==> src/rtl/branch_cond_unit.sv <==
// ---------------------------------------------------------------------------
// branch_cond_unit
// Evaluates a 3-bit branch condition from ir[CC_LSB+2:CC_LSB] against the
// operand on bus_in and holds the registered branch-taken flag until the
// next evaluation or a flush.
//
// PIPE_EN = 0 : the result loads on the same edge that samples con_in.
// PIPE_EN = 1 : the zero and sign flags and the condition code are
//               registered first (EVAL), and the result loads one edge later.
//
// Optional feature macro: BRANCH_COND_STATS_EN
//   When this macro is defined, the unit adds eval_count and taken_count.
//   These are saturating 16-bit counters of completed evaluations and of
//   completed evaluations whose result was 1. Flushing does not clear them.
// ---------------------------------------------------------------------------
module branch_cond_unit #(
    parameter int DATA_WIDTH = 32,
    parameter int CC_LSB     = 19,
    parameter int PIPE_EN    = 0
) (
    input  logic                  clk,
    input  logic                  clr,
    input  logic [DATA_WIDTH-1:0] bus_in,
    input  logic [31:0]           ir,
    input  logic                  con_in,
    input  logic                  con_flush,
    output logic                  con_out,
    output logic                  con_valid,
    output logic                  busy
`ifdef BRANCH_COND_STATS_EN
    ,
    output logic [15:0]           eval_count,
    output logic [15:0]           taken_count
`endif
);

    typedef enum logic [1:0] {
        ST_IDLE = 2'd0,
        ST_EVAL = 2'd1,
        ST_HOLD = 2'd2
    } state_t;

    state_t     state_reg;
    logic       con_out_reg;
    logic       con_valid_reg;
    logic       busy_reg;

    // Compare stage registers; only loaded when PIPE_EN is set.
    logic       zero_reg;
    logic       sign_reg;
    logic [2:0] cc_reg;

    logic       zero_now;
    logic       sign_now;
    logic [2:0] cc_now;
    logic       result_now;
    logic       result_pipe;
    logic       eval_done;
    logic       done_result;

    // Condition decode shared by the direct and the pipelined paths.
    function automatic logic cond_eval(input logic zero,
                                       input logic sign,
                                       input logic [2:0] cc);
        logic taken;
        taken = 1'b0;
        case (cc)
            3'b000:  taken = zero;
            3'b001:  taken = !zero;
            3'b010:  taken = !sign;
            3'b011:  taken = sign;
            3'b100:  taken = !sign && !zero;
            3'b101:  taken = sign || zero;
            3'b110:  taken = 1'b1;
            default: taken = 1'b0;
        endcase
        return taken;
    endfunction

    // Operand flags and condition code as seen on the current edge.
    always_comb begin
        zero_now    = (bus_in == '0);
        sign_now    = bus_in[DATA_WIDTH-1];
        cc_now      = ir[CC_LSB+2:CC_LSB];
        result_now  = cond_eval(zero_now, sign_now, cc_now);
        result_pipe = cond_eval(zero_reg, sign_reg, cc_reg);
    end

    // Detect an evaluation that completes on this edge.
    // A flush on the same edge cancels the evaluation.
    always_comb begin
        eval_done   = 1'b0;
        done_result = 1'b0;
        if (!con_flush) begin
            if (state_reg == ST_EVAL) begin
                eval_done   = 1'b1;
                done_result = result_pipe;
            end else if (con_in && (PIPE_EN == 0)) begin
                eval_done   = 1'b1;
                done_result = result_now;
            end
        end
    end

    // Control FSM with registered outputs.
    // A flush overrides everything else on its edge.
    // While in EVAL, the FSM ignores con_in.
    always_ff @(posedge clk or negedge clr) begin
        if (!clr) begin
            state_reg     <= ST_IDLE;
            con_out_reg   <= 1'b0;
            con_valid_reg <= 1'b0;
            busy_reg      <= 1'b0;
            zero_reg      <= 1'b0;
            sign_reg      <= 1'b0;
            cc_reg        <= 3'b000;
        end else if (con_flush) begin
            state_reg     <= ST_IDLE;
            con_out_reg   <= 1'b0;
            con_valid_reg <= 1'b0;
            busy_reg      <= 1'b0;
        end else begin
            case (state_reg)
                ST_EVAL: begin
                    con_out_reg   <= result_pipe;
                    con_valid_reg <= 1'b1;
                    busy_reg      <= 1'b0;
                    state_reg     <= ST_HOLD;
                end
                default: begin
                    if (con_in) begin
                        if (PIPE_EN != 0) begin
                            // con_out keeps its old value until the stage completes.
                            zero_reg  <= zero_now;
                            sign_reg  <= sign_now;
                            cc_reg    <= cc_now;
                            busy_reg  <= 1'b1;
                            state_reg <= ST_EVAL;
                        end else begin
                            con_out_reg   <= result_now;
                            con_valid_reg <= 1'b1;
                            state_reg     <= ST_HOLD;
                        end
                    end
                end
            endcase
        end
    end

    assign con_out   = con_out_reg;
    assign con_valid = con_valid_reg;
    assign busy      = busy_reg;

    // Only the condition field of ir is consumed.
    logic unused_ir;
    assign unused_ir = ^ir;

`ifdef BRANCH_COND_STATS_EN
    // Bit 0 counts every completed evaluation.
    // Bit 1 counts only the evaluations that were taken.
    logic [1:0] stat_inc;
    assign stat_inc = {eval_done & done_result, eval_done};

    generate
        for (genvar gi = 0; gi < 2; gi++) begin : gen_stat
            logic [15:0] cnt_reg;

            // Saturating event counter; it is cleared only by reset.
            always_ff @(posedge clk or negedge clr) begin
                if (!clr) begin
                    cnt_reg <= 16'h0000;
                end else if (stat_inc[gi] && (cnt_reg != 16'hFFFF)) begin
                    cnt_reg <= cnt_reg + 16'd1;
                end
            end
        end
    endgenerate

    assign eval_count  = gen_stat[0].cnt_reg;
    assign taken_count = gen_stat[1].cnt_reg;
`else
    logic unused_stats;
    assign unused_stats = eval_done ^ done_result;
`endif

endmodule

==> config.mk <==
export PLATFORM = sky130hd
export DESIGN_NAME = branch_cond_unit
export DESIGN_NICKNAME = d
export VERILOG_FILES = /design/src/rtl/branch_cond_unit.sv
export SDC_FILE = /design/constraint.sdc
export NUM_CORES = 1
export LEC_CHECK = 0
export CAP_MARGIN = 20
export CORE_MARGIN = 1.5
export CORE_UTILIZATION = 15
export CTS_CLUSTER_SIZE = 25
export DETAILED_ROUTE_END_ITERATION = 8
export GPL_ROUTABILITY_DRIVEN = 0
export HOLD_SLACK_MARGIN = 0.08
export PLACE_DENSITY = 0.82
export SYNTH_ARGS = -nofsm -noshare
export SYNTH_HDL_FRONTEND = slang
export SYNTH_SLANG_ARGS = --single-unit
==> constraint.sdc <==
create_clock -name clk -period 1.16 [get_ports clk]
set_input_delay 0.232 -clock clk [delete_from_list [all_inputs] [get_ports clk]]
set_output_delay 0.232 -clock clk [all_outputs]
set_load 0.05 [all_outputs]
# ---- After elaboration in Yosys (flattened, before gate mapping)
# Index checks and enable logic that the tools add are counted.
dict set report totals {
  word_cells 43
  reg_bits 5
  in_bits 68
}
dict set report op_classes {
  n_reduce_logical 13
  muxes 13
  n_eq_ne 13
}
# cell n
set op_table {}
lappend op_table {{32-bit zero test} 1}
lappend op_table {{3-bit == test, second input constant} 6}
lappend op_table {{1-bit case mux with 7 select lines} 2}
lappend op_table {{3-bit by 2-bit == test with 1-bit output, second input constant} 4}
lappend op_table {{1-bit two-way mux} 8}
lappend op_table {{3-bit by 1-bit == test with 1-bit output, second input constant} 2}
lappend op_table {{3-bit zero test} 2}
lappend op_table {{2-bit two-way mux} 3}
lappend op_table {{1-bit zero test} 4}
lappend op_table {{3-bit nonzero test} 1}
lappend op_table {{2-bit by 1-bit == test with 1-bit output, second input constant} 1}
lappend op_table {{1-bit logical AND} 2}
lappend op_table {{1-bit logical OR} 2}
lappend op_table {{2-bit nonzero test} 1}

# ---- Longest topological paths before layout
# Gate-level depths: netlist of run 1.
dict set report logic_depth {
  word_depth 7
  depth_mapped 5
  ltp_nobuf 5
}

# ---- Worst setup path before layout of run 1
# Ideal clock, no wire load.
dict set report synth_path {
  path_kind {input port to flip-flop}
  startpoint {input bus_in[25]}
  endpoint {register con_out_reg (netlist: con_out)}
  path_stages 5
  setup_time_ns 0.087
  path_slack_ns -0.361
  arrival_time_ns 1.434
  path_buffers 0
  cell_sequence {nor4_2 -> nand4_1 -> or3_1 -> a211o_1 -> a211oi_2}
}
dict set report synth_between {
  elab_chain_len 7
  elab_cells_between_ends 8
  cone_classes {mux (4); reduce/logical (4)}
}
# item line
set synth_rtl {}
lappend synth_rtl {{start, declared} 23} ;# input logic [DATA_WIDTH-1:0] bus_in,
lappend synth_rtl {{32-bit zero test *} 82} ;# zero_now = (bus_in == '0);
lappend synth_rtl {{1-bit zero test} {69, 72}}
lappend synth_rtl {{1-bit logical AND} 72} ;# 3'b100: taken = !sign && !zero;
lappend synth_rtl {{1-bit case mux with 7 select lines *} 67} ;# case (cc)
lappend synth_rtl {{1-bit two-way mux *} 131} ;# if (con_in) begin
lappend synth_rtl {{1-bit two-way mux *} 123} ;# case (state_reg)
lappend synth_rtl {{1-bit two-way mux *} 117} ;# end else if (con_flush) begin
lappend synth_rtl {{end signal, assigned} 125} ;# con_out_reg <= result_pipe;
lappend synth_rtl {{end signal, assigned} 140} ;# con_out_reg <= result_now;
lappend synth_rtl {{end, declared} 44} ;# logic con_out_reg;
# Every way passes the cells marked *; elsewhere a longest branch is shown, timed or not. The select of a mux whose other input is x is not followed.
# A chain may end at the register's enable or synchronous reset.

# ---- Worst setup path after layout of run 1
dict set report layout_path {
  startpoint {input bus_in[30]}
  endpoint {register con_out_reg (netlist: con_out)}
}
# The elaborated chain is that of the path after synthesis.

==> flow_metrics.tcl, run 1 <==
set metrics [dict create \
    status "complete, but fails checks" \
    violations "setup timing" \
    die_area_um2 1940 \
    crit_type "in2reg" \
    diodes 0 \
    p_leak_uw 0.0003048 \
    r2r_start "con_out" \
    yosysWarnings 5 \
    clock_skew_ps 0 \
    synth-seq-area-share_pct 19.80 \
    instances_no_fill 92 \
    drt-total-wl_mm 1.261 \
    finalHoldViolCount 0 \
    grt_max_degree 5 \
    r2r_setup_slack_ps 430 \
    first_global_vias 489 \
    irDropWorstVdd_v 0.0004903 \
    port_buffers 40 \
    via_per_inst 4.609 \
    syn_inst 29 \
    fin_crit_ps 1451 \
    synth.net_count 97 \
    gr-total-overflow 0 \
    nets 146 \
    root_buffer "clkbuf_4" \
    worst_slack_ps -290.5 \
    setup_violations 1 \
    netlist_area_um2 252.7 \
    post-route-period-util_pct 125.0 \
    cts_tree "built" \
    coreArea_um2 1541 \
    post_drt_wl_per_cell_um 13.71 \
    yosysUniqueCellTypes 18 \
    dp_slack_ps -936.2 \
    final_max_slew_viol_count 0 \
    cp_max_fo 2 \
    synth-simple-area-share_pct 51.49 \
    synth_top_family_by_area "simple AND/OR/NAND/NOR gates" \
    worstRegToRegCells 2 \
    synthAdderAreaFrac_pct 0 \
    drive_gt1_share_pct 57.89 \
    endpoint_kind "flop" \
    synth_top_area_share_pct 24.75 \
    grt_usage_pct 15.44 \
    power.density_nw_per_um2 615.1 \
    synth_area_per_cell_um2 8.715 \
    critPathArrivalTime_ps 1590 \
    ys_ff_latch 2 \
    cts_buffers 3 \
    max_cap_violations 0 \
    muxShareOfSynthArea_pct 0 \
    synthTopCellsByArea "nor4_2 (25%), dfrtp_1 (20%), nor4_1 (7.4%)" \
    num_vias 424 \
    dr.pass1.iters 4 \
    synth_compound_area_share_pct 19.31 \
    rsz0062_at_grt "true" \
    hp-class "in2async" \
    syn_to_final_growth_pct 190.6 \
    cts_setup_buffers 0 \
    postPlaceCellArea_um2 723.2 \
    std_cell_rows 14 \
    clk_pin_slew_worst_paths_ps 30 \
    grt_pass1_wl_mm 2.166 \
    power.total_uw 451.8 \
    drtIter0Drc 6 \
    antenna_found_initial 0 \
    pin_count 71 \
    cts_buffer_depth 2 \
    drc 0 \
    die_y_um 44.05 \
    clk_latency_ps 230 \
    place_hpwl_mm 1.039 \
    clock.fmax_mhz 689.4 \
    cp.required_ps 1300 \
    seq_area_um2 50.05 \
    synth_top_cell_by_area "nor4_2" \
    fin_util_pct 47.65 \
    finish.instance_area_um2 734.5 \
    regToRegEndpoint "con_out" \
    multiInputGateArea_um2 244.0 \
    placed_cells 89 \
    htree_levels 1 \
    synthXorXnorAreaFrac_pct 3.465 \
    ant_nets 0 \
    die_x_um 44.05 \
    clock_sinks 2 \
    start_util_pct 16.40 \
    num-fill-cells 162 \
    startpoint_type "primary input" \
]
-- critical path: stages --
cell,delay [ps]
buf_6,100
nor4_4,270
nand4_1,160
or3_4,400
a211o_1,270
a211oi_2,170
-- Yosys cell counts --
master	instances
nand4_1	2
buf_4	1
nor4_2	5
a41oi_1	1
nor2b_1	1
nor2_1	3
a211o_1	1
nor4_1	3
or3_1	1
dfrtp_1	2
and2b_1	1
nand3_1	1
o311ai_0	1
inv_1	1
xor2_1	1
o21ai_0	2
conb_1	1
a211oi_2	1
-- repair_timing --
action                                  4_1_cts  5_1_grt
pin swaps                                    13        8
hold buffers                                  0        0
endpoints found under the setup margin        1        1
resized for setup                            98       17
endpoints found under the hold margin         0        0
-- cells by family after synthesis --
logic type / Yosys count
XOR/XNOR: 1
other: 1
AO/OA/AOI/OAI: 6
flip-flops: 2
buffers and inverters: 2
AND/OR/NAND/NOR: 17
-- layout by cell type (no fill, tap or decap) --
cell type,Yosys,layout
buf_2,0,13
buf_6,0,9
clkdlybuf4s15_1,0,6
clkdlybuf4s50_1,0,6
buf_4,1,5
nor4_4,0,4
nor2_1,3,3
nor4_2,5,3
clkbuf_4,0,3
nand4_1,2,2
o21ai_0,2,2
dfrtp_1,2,2
clkbuf_2,0,2
buf_12,0,2
nor4_1,3,1
and2b_1,1,1
or3_4,0,1
a211o_1,1,1
inv_1,1,1
nor2b_1,1,1
xor2_1,1,1
nand3_1,1,1
o311ai_0,1,1
a41oi_1,1,1
a211oi_2,1,1
conb_1,1,1
clkdlybuf4s15_2,0,1
dlygate4sd2_1,0,1
-- where the power goes --
part | internal (µW) | total (µW) | switching, µW
clock network | 114 | 155 | 40.6
logic | 128 | 216 | 88.0
registers | 75.3 | 81.0 | 5.71
total | 317 | 452 | 134
-- area by class of cell --
class                           count  area share, %
Inverter                            1         0.5111
Timing Repair Buffer               45          53.66
Multi-Input combinational cell     25          33.22
Clock buffer                        3          3.066
Tap cell                           16          2.726
Sequential cell                     2          6.814
-- per-layer routing --
metal	part of all wire, %	vias up	track usage, %
li1	-	211	-
met4	0	0	1.818
met1	33	190	15.75
met2	59	23	30.00
met3	7.7	0	6.122
met5	0	-	0
-- through the flow --
step	hold WS, ps	TNS (ps)
CTS	171.1	-349.4
floorplan	-63.59	-348.1
global route	165.2	-340.5
finish	173.5	-290.5
global placement	408.2	-882.2
detailed placement	412.3	-936.2
-- worst max-delay path by stage --
stage / from / to / slack [ps]
6_report: bus_in[30] / con_out / -290
5_1_grt: ir[21] / con_out / -340
4_1_cts: bus_in[30] / con_out / -350
3_5_place_dp: bus_in[22] / con_out / -940
3_3_place_gp: bus_in[17] / con_out / -880
2_1_floorplan: bus_in[14] / con_out / -350
Note: power is estimated with default switching activity, not from simulation.
==> run 2: changes to the inputs <==
- ABC_AREA: default -> 1
- CORE_UTILIZATION: 15 -> 24
- PLACE_DENSITY: 0.82 -> 0.85
==> flow_metrics.tcl, run 2 <==
set metrics [dict create \
    max_stage_delay_ps 420 \
    place_hpwl_mm 1.290 \
    p_leak_uw 0.0004864 \
    clock_skew_ps 0 \
    cp-startpoint "ir[20]" \
    cp_max_fo 4 \
    ys_ff_latch 2 \
    path_buf_inv 2 \
    final_max_slew_viol_count 0 \
    pin_count 71 \
    cp.required_ps 1310 \
    coreArea_um2 1764 \
    yosysMostFrequentCell "nor2_1" \
    synth.top_cells.by_count "nor2_1 (33), nand2_1 (22), inv_1 (16)" \
    yosysWarnings 5 \
    instances_no_fill 170 \
    path_cells "clkdlybuf4s50_1, inv_2, nand2_1, nor2_1, nand2_1, nand3_2, nor2_2, nor2_1" \
    clock_sinks 2 \
    die_x_um 46.80 \
    endpoint_kind "flop" \
    postCtsHoldBufs 0 \
    antenna_found_initial 0 \
    status "completed" \
    r2r_setup_slack_ps 420 \
    cts_buffers 3 \
    drive_gt1_share_pct 39.31 \
    placed_cells 162 \
    synth_top_cell_by_area "nor2_1" \
    root_buffer "clkbuf_4" \
    power.density_nw_per_um2 529.0 \
    ant_nets 0 \
    synth-seq-area-share_pct 10.87 \
    seq_area_um2 50.05 \
    cp_top_family "buffers and inverters" \
    regToRegEndpoint "con_out" \
    multiInputGateArea_um2 387.9 \
    drt-total-wl_mm 1.657 \
    max_cap_violations 0 \
    std_cell_rows 15 \
    first_global_vias 700 \
    critPathArrivalTime_ps 1290 \
    worstRegToRegCells 2 \
    finalHoldViolCount 0 \
    drtIter0Drc 10 \
    syn_inst 95 \
    synth-edff-count 0 \
    cts_buffer_depth 2 \
    drc 0 \
    syn_to_final_growth_pct 102.2 \
    grt_usage_pct 15.51 \
    crit_type "in2reg" \
    grt_pass1_wl_mm 2.504 \
    clock.fmax_mhz 876.1 \
    fin_crit_ps 1141 \
    fin_util_pct 52.77 \
    synthArstFlopShare_pct 100.0 \
    slowest_stage "clkdlybuf4s50_1" \
    port_buffers 40 \
    synth_top_area_share_pct 26.90 \
    die_area_um2 2190 \
    nets 215 \
    postPlaceCellArea_um2 927.1 \
    diodes 0 \
    r2r_start "con_out" \
    netlist_area_um2 460.4 \
    clk_pin_slew_worst_paths_ps 30 \
    synth.net_count 163 \
    htree_levels 1 \
    ys.flop_type "dfrtp_1" \
    setup_violations 0 \
    num-fill-cells 203 \
    via_per_inst 4.253 \
    final_cell_mix "nor2_1 (28), clkbuf_2 (21), nand2_1 (19)" \
    irDropWorstVdd_v 0.0003278 \
    synthTopCellsByArea "nor2_1 (27%), nand2_1 (18%), inv_1 (13%)" \
    gr-total-overflow 0 \
    hp-class "in2async" \
    die_y_um 46.80 \
    num_vias 723 \
    post_drt_wl_per_cell_um 9.747 \
    finish.instance_area_um2 930.9 \
    dr.pass1.iters 4 \
    synth_area_per_cell_um2 4.847 \
    startpoint_type "primary input" \
    final_common_cell "nor2_1" \
    clk_latency_ps 230 \
    cts_tree "built" \
    post-route-period-util_pct 98.40 \
    yosysUniqueCellTypes 17 \
    grt_max_degree 5 \
    start_util_pct 26.10 \
]
run 2: cell types whose count changed after synthesis, sizes merged, moves of 3 or more:
| cell | change |
|---|---|
| nand3 | +4 |
| nor2 | +35 |
| nand2 | +23 |
| nor4 | -7 |
| inv | +15 |
| and2 | +3 |
run 2: per-stage QoR:
stage	worst slack [ps]	power (µW)	hold WS (ps)	TNS (ps)
after detailed placement	-417.4	353.3	407.4	-417.4
final	18.60	492.4	170.7	0
after global routing	-43.75	520.7	172.5	-43.75
after global placement	-404.0	347.9	408.1	-404.0
after floorplan	124.7	170.5	-63.59	0
after CTS	1.018	491.5	170.2	0
run 2: per-layer routing:
metal  vias up  GRT usage (%)  share of wire [%]
li1        381              -                  -
met1       313          18.06                 40
met3         0          2.692                7.4
met4         0          1.667                  0
met2        29          30.14                 52
met5         -              0                  0
run 2: area by class of cell:
class	instances	share of cell area, %
inverters	16	6.452
multi-input cells	76	41.67
well taps	25	3.360
repair buffers	48	40.73
flip-flops and latches	2	5.376
clock buffers	3	2.419
run 2: worst max-delay path by stage:
stage          slack [ps]  depth (start not counted)      end
2_1_floorplan         120                          9  con_out
3_3_place_gp         -400                         11  con_out
3_5_place_dp         -420                         11  con_out
4_1_cts                 1                         11  con_out
5_1_grt               -40                          8  con_out
6_report               20                          8  con_out
run 2: cells by family (layout without fill, tap and decap cells):
| group | count (synthesis) | after routing | share of synthesized area [%] |
|---|---|---|---|
| compound gates | 3 | 3 | 4.619 |
| other cells | 1 | 1 | 0.8144 |
| flops | 2 | 2 | 10.87 |
| simple gates | 72 | 72 | 69.03 |
| buf+inv | 17 | 67 | 14.68 |
run 2: timing repair:
item / CTS / global route
setup buffers: 5 / 0
pin swaps: 24 / 36
endpoints found under the setup margin: 1 / 1
gates resized for setup: 40 / 61
run 2: where the power goes:
| group | leakage (µW) | internal, µW | switching (µW) |
|---|---|---|---|
| clock network | 0.0000138 | 114 | 39.8 |
| registers | 0.0000256 | 75.4 | 5.72 |
| logic | 0.000447 | 136 | 121 |
run 2: worst register-to-register path, cell delays in order, from the launching register on:
cell and delay [ps]:
dfrtp_1 400, o21bai_1 150, nor2_1 70
==> run 3: changes to the inputs <==
- CTS_BUF_LIST: default -> sky130_fd_sc_hd__clkbuf_16
- REMOVE_ABC_BUFFERS: default -> 1
==> flow_metrics.tcl, run 3 (synthesis results as in run 2) <==
set metrics [dict create \
    clock_skew_ps 0 \
    max_cap_violations 0 \
    irDropWorstVdd_v 0.0006608 \
    max_stage_delay_ps 470 \
    swShare_pct 24.20 \
    first_global_vias 669 \
    crit_type "in2reg" \
    path_buf_inv 2 \
    pin_count 71 \
    path_cells "clkdlybuf4s50_1, inv_2, nor4_2, a21oi_2, nand3_2, nor2_2, nor2_1" \
    power.density_nw_per_um2 852.7 \
    grt_pass1_wl_mm 2.546 \
    drc 0 \
    postCtsHoldBufs 0 \
    regToRegEndpoint "con_out" \
    cp_top_family "buffers and inverters" \
    drt-total-wl_mm 1.670 \
    endpoint_kind "flop" \
    htree_levels 1 \
    start_util_pct 26.10 \
    fin_crit_ps 1133 \
    gr-total-overflow 0 \
    dr.pass1.iters 5 \
    finish.instance_area_um2 1012 \
    final_max_slew_viol_count 0 \
    worstRegToRegCells 2 \
    final_cell_mix "nor2_1 (27), nand2_1 (20), clkdlybuf4s15_1 (20)" \
    cts_tree "built" \
    fin_util_pct 57.38 \
    hp-class "in2async" \
    critPathArrivalTime_ps 1280 \
    p_comb_share_pct 29.6 \
    ant_nets 0 \
    antenna_found_initial 0 \
    port_buffers 40 \
    die_y_um 46.80 \
    clock.fmax_mhz 882.9 \
    diodes 0 \
    power.total_uw 863.1 \
    intPower_uw 654.2 \
    syn_to_final_growth_pct 119.8 \
    cp_max_fo 4 \
    dp_slack_ps -440.0 \
    drive_gt1_share_pct 28.67 \
    coreArea_um2 1764 \
    slowest_stage "clkdlybuf4s50_1" \
    clock_sinks 2 \
    cts_buffer_depth 2 \
    num_vias 729 \
    p_clk_share_pct 61.0 \
    switchingPower_uw 208.9 \
    worst_slack_ps 27.40 \
    clk_pin_slew_worst_paths_ps 30 \
    finalHoldViolCount 0 \
    cts_buffers 3 \
    p_leak_uw 0.0004911 \
    clk_latency_ps 220 \
    place_hpwl_mm 1.279 \
    fin_tns_setup_ps 0 \
    cp.required_ps 1310 \
    seqPwrFrac_pct 9.4 \
    post_drt_wl_per_cell_um 9.940 \
    die_area_um2 2190 \
    grt_max_degree 5 \
    postPlaceCellArea_um2 934.6 \
    via_per_inst 4.339 \
    nets 213 \
    startpoint_type "primary input" \
    r2r_setup_slack_ps 410 \
    r2r_start "con_out" \
    die_x_um 46.80 \
    final_common_cell "nor2_1" \
    status "completed" \
    root_buffer "clkbuf_16" \
    post-route-period-util_pct 97.64 \
    grt_usage_pct 16.91 \
    drtIter0Drc 11 \
    std_cell_rows 15 \
    setup_violations 0 \
]
==> run 3: cell types whose count changed in the layout (fill, tap and decap cells not counted), sizes merged <==
cell and change:
clkbuf -13, clkdlybuf4s15 +10, dlygate4sd2 +4, dlymetal6s2s -2, buf -1
==> run 3: routing by layer <==
| metal | wire [µm] | part of all wire [%] | GRT usage [%] | vias to the layer above |
|---|---|---|---|---|
| met5 | 0 | 0 | 0 | - |
| met4 | 28 | 1.7 | 6.667 | 0 |
| met3 | 107 | 6.4 | 5.769 | 4 |
| met2 | 931 | 56 | 30.96 | 32 |
| met1 | 602 | 36 | 17.59 | 313 |
| li1 | - | - | - | 380 |
==> run 3: worst max-delay path by stage <==
stage / from / end / slack, ps / depth (start not counted)
CTS: bus_in[11] / con_out / 0.02 / 10
floorplan: bus_in[1] / con_out / 120 / 9
global placement: bus_in[24] / con_out / -380 / 11
finish: ir[20] / con_out / 30 / 7
detailed placement: bus_in[1] / con_out / -440 / 10
global route: bus_in[27] / con_out / -40 / 11
==> run 3: power groups by stage <==
stage | Sequential [µW] | Combinational [µW] | Clock, µW
after floorplan | 96.4 | 71.4 | 0
after global placement | 81.5 | 268 | 0
after detailed placement | 81.4 | 274 | 0
after CTS | 80.9 | 247 | 539
after global routing | 81.6 | 277 | 556
final | 81.0 | 256 | 526
==> run 3: area by class of cell <==
cell class	count	area (µm²)
Multi-Input combinational cell	76	381.6
Timing Repair Buffer	46	414.1
Fill cell	183	752.0
Tap cell	25	31.28
Sequential cell	2	50.05
Inverter	16	60.06
Clock buffer	3	75.07
==> run 3: timing repair <==
| item | 4_1_cts | 5_1_grt |
|---|---|---|
| pin swaps | 29 | 30 |
| buffers inserted | 2 | 0 |
| resized for setup | 49 | 37 |
| endpoints found under the setup margin | 1 | 1 |
| endpoints found under the hold margin | 0 | 0 |
==> run 3: per-stage QoR <==
stage               std cells  hold slack [ps]
global placement          163            407.0
detailed placement        163            406.8
finish                    168            171.6
floorplan                  94           -63.59
CTS                       168            170.4
global route              168            177.1
==> run 3: worst register-to-register path: cells and delay by family, from the launching register on <==
family / cells / cell delay (ps)
simple gates: 1 / 70
compound gates: 1 / 160
flops: 1 / 400
==> RTL change 1 (flow settings as in run 2) <==
Add a define of `BRANCH_COND_STATS_EN`.
--- a/src/rtl/branch_cond_unit.sv
+++ b/src/rtl/branch_cond_unit.sv
@@ -15,2 +15,4 @@
 // ---------------------------------------------------------------------------
+`define BRANCH_COND_STATS_EN
+
 module branch_cond_unit #(
Check against the original RTL (old outputs only; new: eval_count and taken_count): equivalent (equiv_simple and equiv_induct, registers matched by name and starting in step).
==> RTL change 1 against run 2 <==
The flow now finishes with violations (setup timing). Power grew to 11 times the old value. Sequential cell count up 32. Setup slack lost 0.48 ns. Combinational power grew to 11 times the old value. Die area rose to 4.2 times the old value. Critical path depth stayed put. Maximum frequency down 30%. Routed wire length rose to 5.0 times the old value. Area after synthesis grew to 4.5 times the old value. Via count increased to 3.6 times the old value. Cell area rose to 5.0 times the old value. Critical endpoint is now taken_count[11]. Highest routed layer is now met4.
==> RTL change 1: results (changes against run 2) <==
| Metric | Value |
|---|---|
| Outcome | finished, violations left |
| Violated checks | setup timing |
| IO buf count | 72 (+80%) |
| Post-DP HPWL | 4740 um (+270%) |
| Filler cells | 698 (+240%) |
| Synth area leaders | dfrtp_1 41%, nand2_1 14%, xor2_1 7.7%, nor2_1 6.7%, nand4_1 6.1% |
| GR Util met1 | 19.5% (+1.4 points) |
| Top cells by count, synth | 76 x nand2_1, 37 x nor2_1, 34 x dfrtp_1 |
| Bufs and invs on worst path | 1 (-1) |
| Dpl cells | 505 (+210%) |
| Syn Area/Cell | 7.81 um2 (+61%) |
| Worst VDD drop | 1.19 mV (+260%) |
| Drt via density | 4.70 (+11%) |
| Clk_lat worst skew | 0.30 ns (+0.07 ns) |
| Layout cell share with drive strength beyond 1 | 63.7% (+24 points) |
| CP max stage cell | dfrtp_2 |
| Mapped Nets | 334 (+100%) |
| Lkg Pwr | 2.19 nW (+350%) |
| Psw | 2.01 mW (+1100%) |
| Crit-path max FO | 3 (-1) |
| Met2 global-route usage | 33.9% (+3.7 points) |
| Met3 Use GR | 2.71% (+0.019 points) |
| Critical path arrival | 1.86 ns (+0.57 ns) |
| Post-layout worst setup margin | -0.464 ns (-0.482 ns) |
| Final setup viols | 65 (+65) |
| Register area share after synthesis | 41.3% (+30 points) |
| Root Buffer | clkbuf_8 |
| Top cell family by delay on the critical path | simple AND/OR/NAND/NOR gates |
| Total CTS buffers | 5 (+2) |
| Vias in the first global route | 2,758 (+290%) |
| Setup TNS | -14.76 ns (-14.76 ns) |
| Nets | 518 (+140%) |
| Max H-tree Level | 2 (+1) |
| End of the critical path | taken_count[11] |
| All-Layer GR Usage | 18.0% (+2.5 points) |
[RTL change 1: changes by cell type in the layout (fill, tap and decap cells not counted), sizes merged, moves of 10 or more]
cell	delta
nand2	+54
dfrtp	+32
clkbuf	-17
nand4	+19
xnor2	+11
clkdlybuf4s15	-10
xor2	+18
buf	+165
[RTL change 1: layer usage]
layer  up-vias  part of all wire (%)
li1       1232                     -
met1      1247                    37
met2        89                    55
met3        37                   3.2
met4         0                   4.3
met5         -                     0
[RTL change 1: final cells by class]
class	count	area share [%]
inverters	20	1.79
clock buffers	7	1.85
repair buffers	181	43.3
well taps	105	2.81
flip-flops and latches	34	19.0
clock inverters	1	0.107
multi-input cells	206	31.2
[RTL change 1: worst min path at each step]
stage | endpoint | cells past startpoint | slack, ns | from
2_1_floorplan | con_out | 0 | -0.06 | clr
6_report | taken_count[1] | 2 | 0.31 | clr
4_1_cts | taken_count[2] | 2 | 0.33 | clr
5_1_grt | taken_count[2] | 2 | 0.33 | clr
3_3_place_gp | eval_count[0] | 1 | 0.52 | eval_count[0]
3_5_place_dp | eval_count[0] | 1 | 0.53 | eval_count[0]
[RTL change 1: power groups by stage]
stage	Combinational, mW	Clock (mW)	Sequential (mW)
2_1_floorplan	0.388	0	2.14
3_3_place_gp	2.23	0	1.56
3_5_place_dp	2.27	0	1.58
4_1_cts	2.53	0.947	1.58
5_1_grt	3.01	1.01	1.61
6_report	2.86	0.961	1.58
[RTL change 1: logic make-up after synthesis]
logic type	share of synthesized area, %
flops	41.3
other cells	0.182
simple gates	37.6
buf+inv	5.22
fa+ha+maj	1.21
xor+xnor	12.3
compound gates	2.19
[RTL change 1: stage by stage]
| step | power, mW | worst slack [ns] |
|---|---|---|
| 2_1_floorplan | 2.53 | -0.567 |
| 3_3_place_gp | 3.80 | -0.715 |
| 3_5_place_dp | 3.85 | -0.802 |
| 4_1_cts | 5.05 | -0.379 |
| 5_1_grt | 5.62 | -0.543 |
| 6_report | 5.41 | -0.464 |
[RTL change 1: timing repair]
action,CTS,global route
setup buffers,20,28
gates resized for setup,175,78
gates cloned,3,0
pin swaps,62,49
setup endpoints to repair,65,65
==> RTL change 2 (config.mk and constraints of run 2) <==
Made on the original files. Add an input register stage for `bus_in`, `ir`, `con_in` and `con_flush`, without a reset; this delays them by one clock. Comments in the files are not updated.
--- a/src/rtl/branch_cond_unit.sv
+++ b/src/rtl/branch_cond_unit.sv
@@ -42,2 +42,14 @@
 
+    logic [DATA_WIDTH-1:0] bus_q;
+    logic [31:0] ir_q;
+    logic con_q;
+    logic con_flush_q;
+
+    always_ff @(posedge clk) begin
+        bus_q       <= bus_in;
+        ir_q        <= ir;
+        con_q       <= con_in;
+        con_flush_q <= con_flush;
+    end
+
     state_t     state_reg;
@@ -81,5 +93,5 @@
     always_comb begin
-        zero_now    = (bus_in == '0);
-        sign_now    = bus_in[DATA_WIDTH-1];
-        cc_now      = ir[CC_LSB+2:CC_LSB];
+        zero_now    = (bus_q == '0);
+        sign_now    = bus_q[DATA_WIDTH-1];
+        cc_now      = ir_q[CC_LSB+2:CC_LSB];
         result_now  = cond_eval(zero_now, sign_now, cc_now);
@@ -93,3 +105,3 @@
         done_result = 1'b0;
-        if (!con_flush) begin
+        if (!con_flush_q) begin
             if (state_reg == ST_EVAL) begin
@@ -97,3 +109,3 @@
                 done_result = result_pipe;
-            end else if (con_in && (PIPE_EN == 0)) begin
+            end else if (con_q && (PIPE_EN == 0)) begin
                 eval_done   = 1'b1;
@@ -116,3 +128,3 @@
             cc_reg        <= 3'b000;
-        end else if (con_flush) begin
+        end else if (con_flush_q) begin
             state_reg     <= ST_IDLE;
@@ -130,3 +142,3 @@
                 default: begin
-                    if (con_in) begin
+                    if (con_q) begin
                         if (PIPE_EN != 0) begin
@@ -155,3 +167,3 @@
     logic unused_ir;
-    assign unused_ir = ^ir;
+    assign unused_ir = ^ir_q;
 
Behaviour: not the same (Yosys sat finds a counterexample within 4 cycles, from zero or initial values).
==> RTL change 2 against run 2 <==
The run now ends with setup timing left. Maximum frequency decreased by 4.8%. Setup slack lost 0.058 ns. Sequential cell count increased by 37. Routed wire length increased by 33%. Sequential power grew to 18 times the old value. Clock power rose to 7.1 times the old value. Area after synthesis grew to 2.6 times the old value. Register-to-register slack got worse by 0.46 ns. Power grew to 5.7 times the old value. Cell area is 99% higher. Critical path type is now register to register. Largest cell class is now flip-flops and latches. Largest power group is now registers.
==> RTL change 2: results (changes against run 2) <==
| Metric | Value |
|---|---|
| Initial drt markers | 37 (+27) |
| Max H-tree Level | 2 (+1) |
| Lkg Pwr | 0.776 nW (+60%) |
| Violated checks | setup timing |
| DR vias | 900 (+24%) |
| Layout cell share with drive strength beyond 1 | 15.6% (-24 points) |
| CP peak stage delay | 0.33 ns (-0.09 ns) |
| Placement-stage worst setup slack | -0.0599 ns (+0.358 ns) |
| Syn Area/Cell | 9.10 um2 (+88%) |
| Post-DP HPWL | 1790 um (+38%) |
| Dpl cells | 238 (+47%) |
| Largest net degree at the start of global routing | 14 (+9) |
| Final setup viols | 1 (+1) |
| Post-Place Cell Area | 1700 um2 (+83%) |
| Vias in the first global route | 907 (+30%) |
| Die width | 73.7 um (+58%) |
| Post-synth top flop | dfxtp_1 |
| Resized cells post-CTS | 1 (-98%) |
| Crit path kind | register to register |
| Worst Clk Skew | 0.0108 ns (+0.0108 ns) |
| Register area share after synthesis | 65.8% (+55 points) |
| All-Layer GR Usage | 9.63% (-5.9 points) |
| Nets | 247 (+15%) |
| CP max stage cell | dfxtp_2 |
| Outcome | finished, violations left |
| Detailed Route WL | 2200 um (+33%) |
| Crit path from | bus_q[0] |
| Top cell family by delay on the critical path | simple AND/OR/NAND/NOR gates |
| P_int | 2.22 mW (+580%) |
| Critical path arrival | 1.37 ns (+0.08 ns) |
| Synth area leaders | dfxtp_1 62%, nor2_1 10%, nand2_1 6.9%, inv_1 5.0%, dfrtp_1 4.2% |
| First-pass GRT wire length | 3800 um (+52%) |
| Drt via density | 3.64 (-14%) |
| Root Buffer | clkbuf_8 |
| Clk slew on worst S/H paths | 0.08 ns (+0.05 ns) |
| Post-layout worst setup margin | -0.0394 ns (-0.0580 ns) |
| Synth cell types | 18 (+1) |
| Mapped Nets | 200 (+23%) |
| Setup TNS | -0.0394 ns (-0.0394 ns) |
| Top cells by count, synth | 37 x dfxtp_1, 33 x nor2_1, 22 x nand2_1 |
| # Post-CTS Setup Buffers | 0 (-5) |
==> RTL change 2: cell families (layout without fill, tap and decap cells) <==
kind of cell | count (synthesis) | in the layout | synth area share [%]
compound gates | 3 | 3 | 1.77
buf+inv | 17 | 65 | 5.63
flops | 39 | 39 | 65.8
other cells | 1 | 1 | 0.312
simple gates | 72 | 72 | 26.5
==> RTL change 2: worst min path at each step <==
stage	end	from	cells after the start	slack [ns]
floorplan	con_out	clr	0	-0.06
global placement	state_reg[1]	con_flush_q	1	0.39
detailed placement	state_reg[1]	con_flush_q	1	0.40
CTS	con_out	clr	1	0.1
global route	con_out	clr	1	0.09
finish	con_out	clr	1	0.11
==> RTL change 2: power groups by stage <==
stage	registers, mW	logic [mW]	clock network, mW
after floorplan	1.49	0.0720	0
after detailed placement	1.48	0.247	0
after global placement	1.48	0.241	0
after CTS	1.45	0.249	1.14
after global routing	1.47	0.277	1.22
final	1.46	0.252	1.09
==> RTL change 2: layer usage <==
metal | track usage (%) | part of all wire (%) | routed length, um | up-vias
met5 | 0 | 0 | 0 | -
met4 | 4.32 | 0.95 | 21 | 0
met3 | 4.53 | 7.3 | 160 | 3
met2 | 16.2 | 53 | 1160 | 29
met1 | 10.2 | 39 | 859 | 383
li1 | - | - | - | 485
==> RTL change 2: area by class of cell <==
cell class	instances	area [um2]
Sequential cell	39	793
Clock inverter	3	43.8
Tap cell	67	83.8
Clock buffer	5	68.8
Inverter	16	60.1
Timing Repair Buffer	41	428
Multi-Input combinational cell	76	373
Fill cell	488	2940
==> RTL change 2: worst register-to-register path: cells and delay by family, from the launching register on <==
| family | cells | cell delay, ns |
|---|---|---|
| flip-flops | 1 | 0.33 |
| AND/OR/NAND/NOR | 9 | 0.75 |
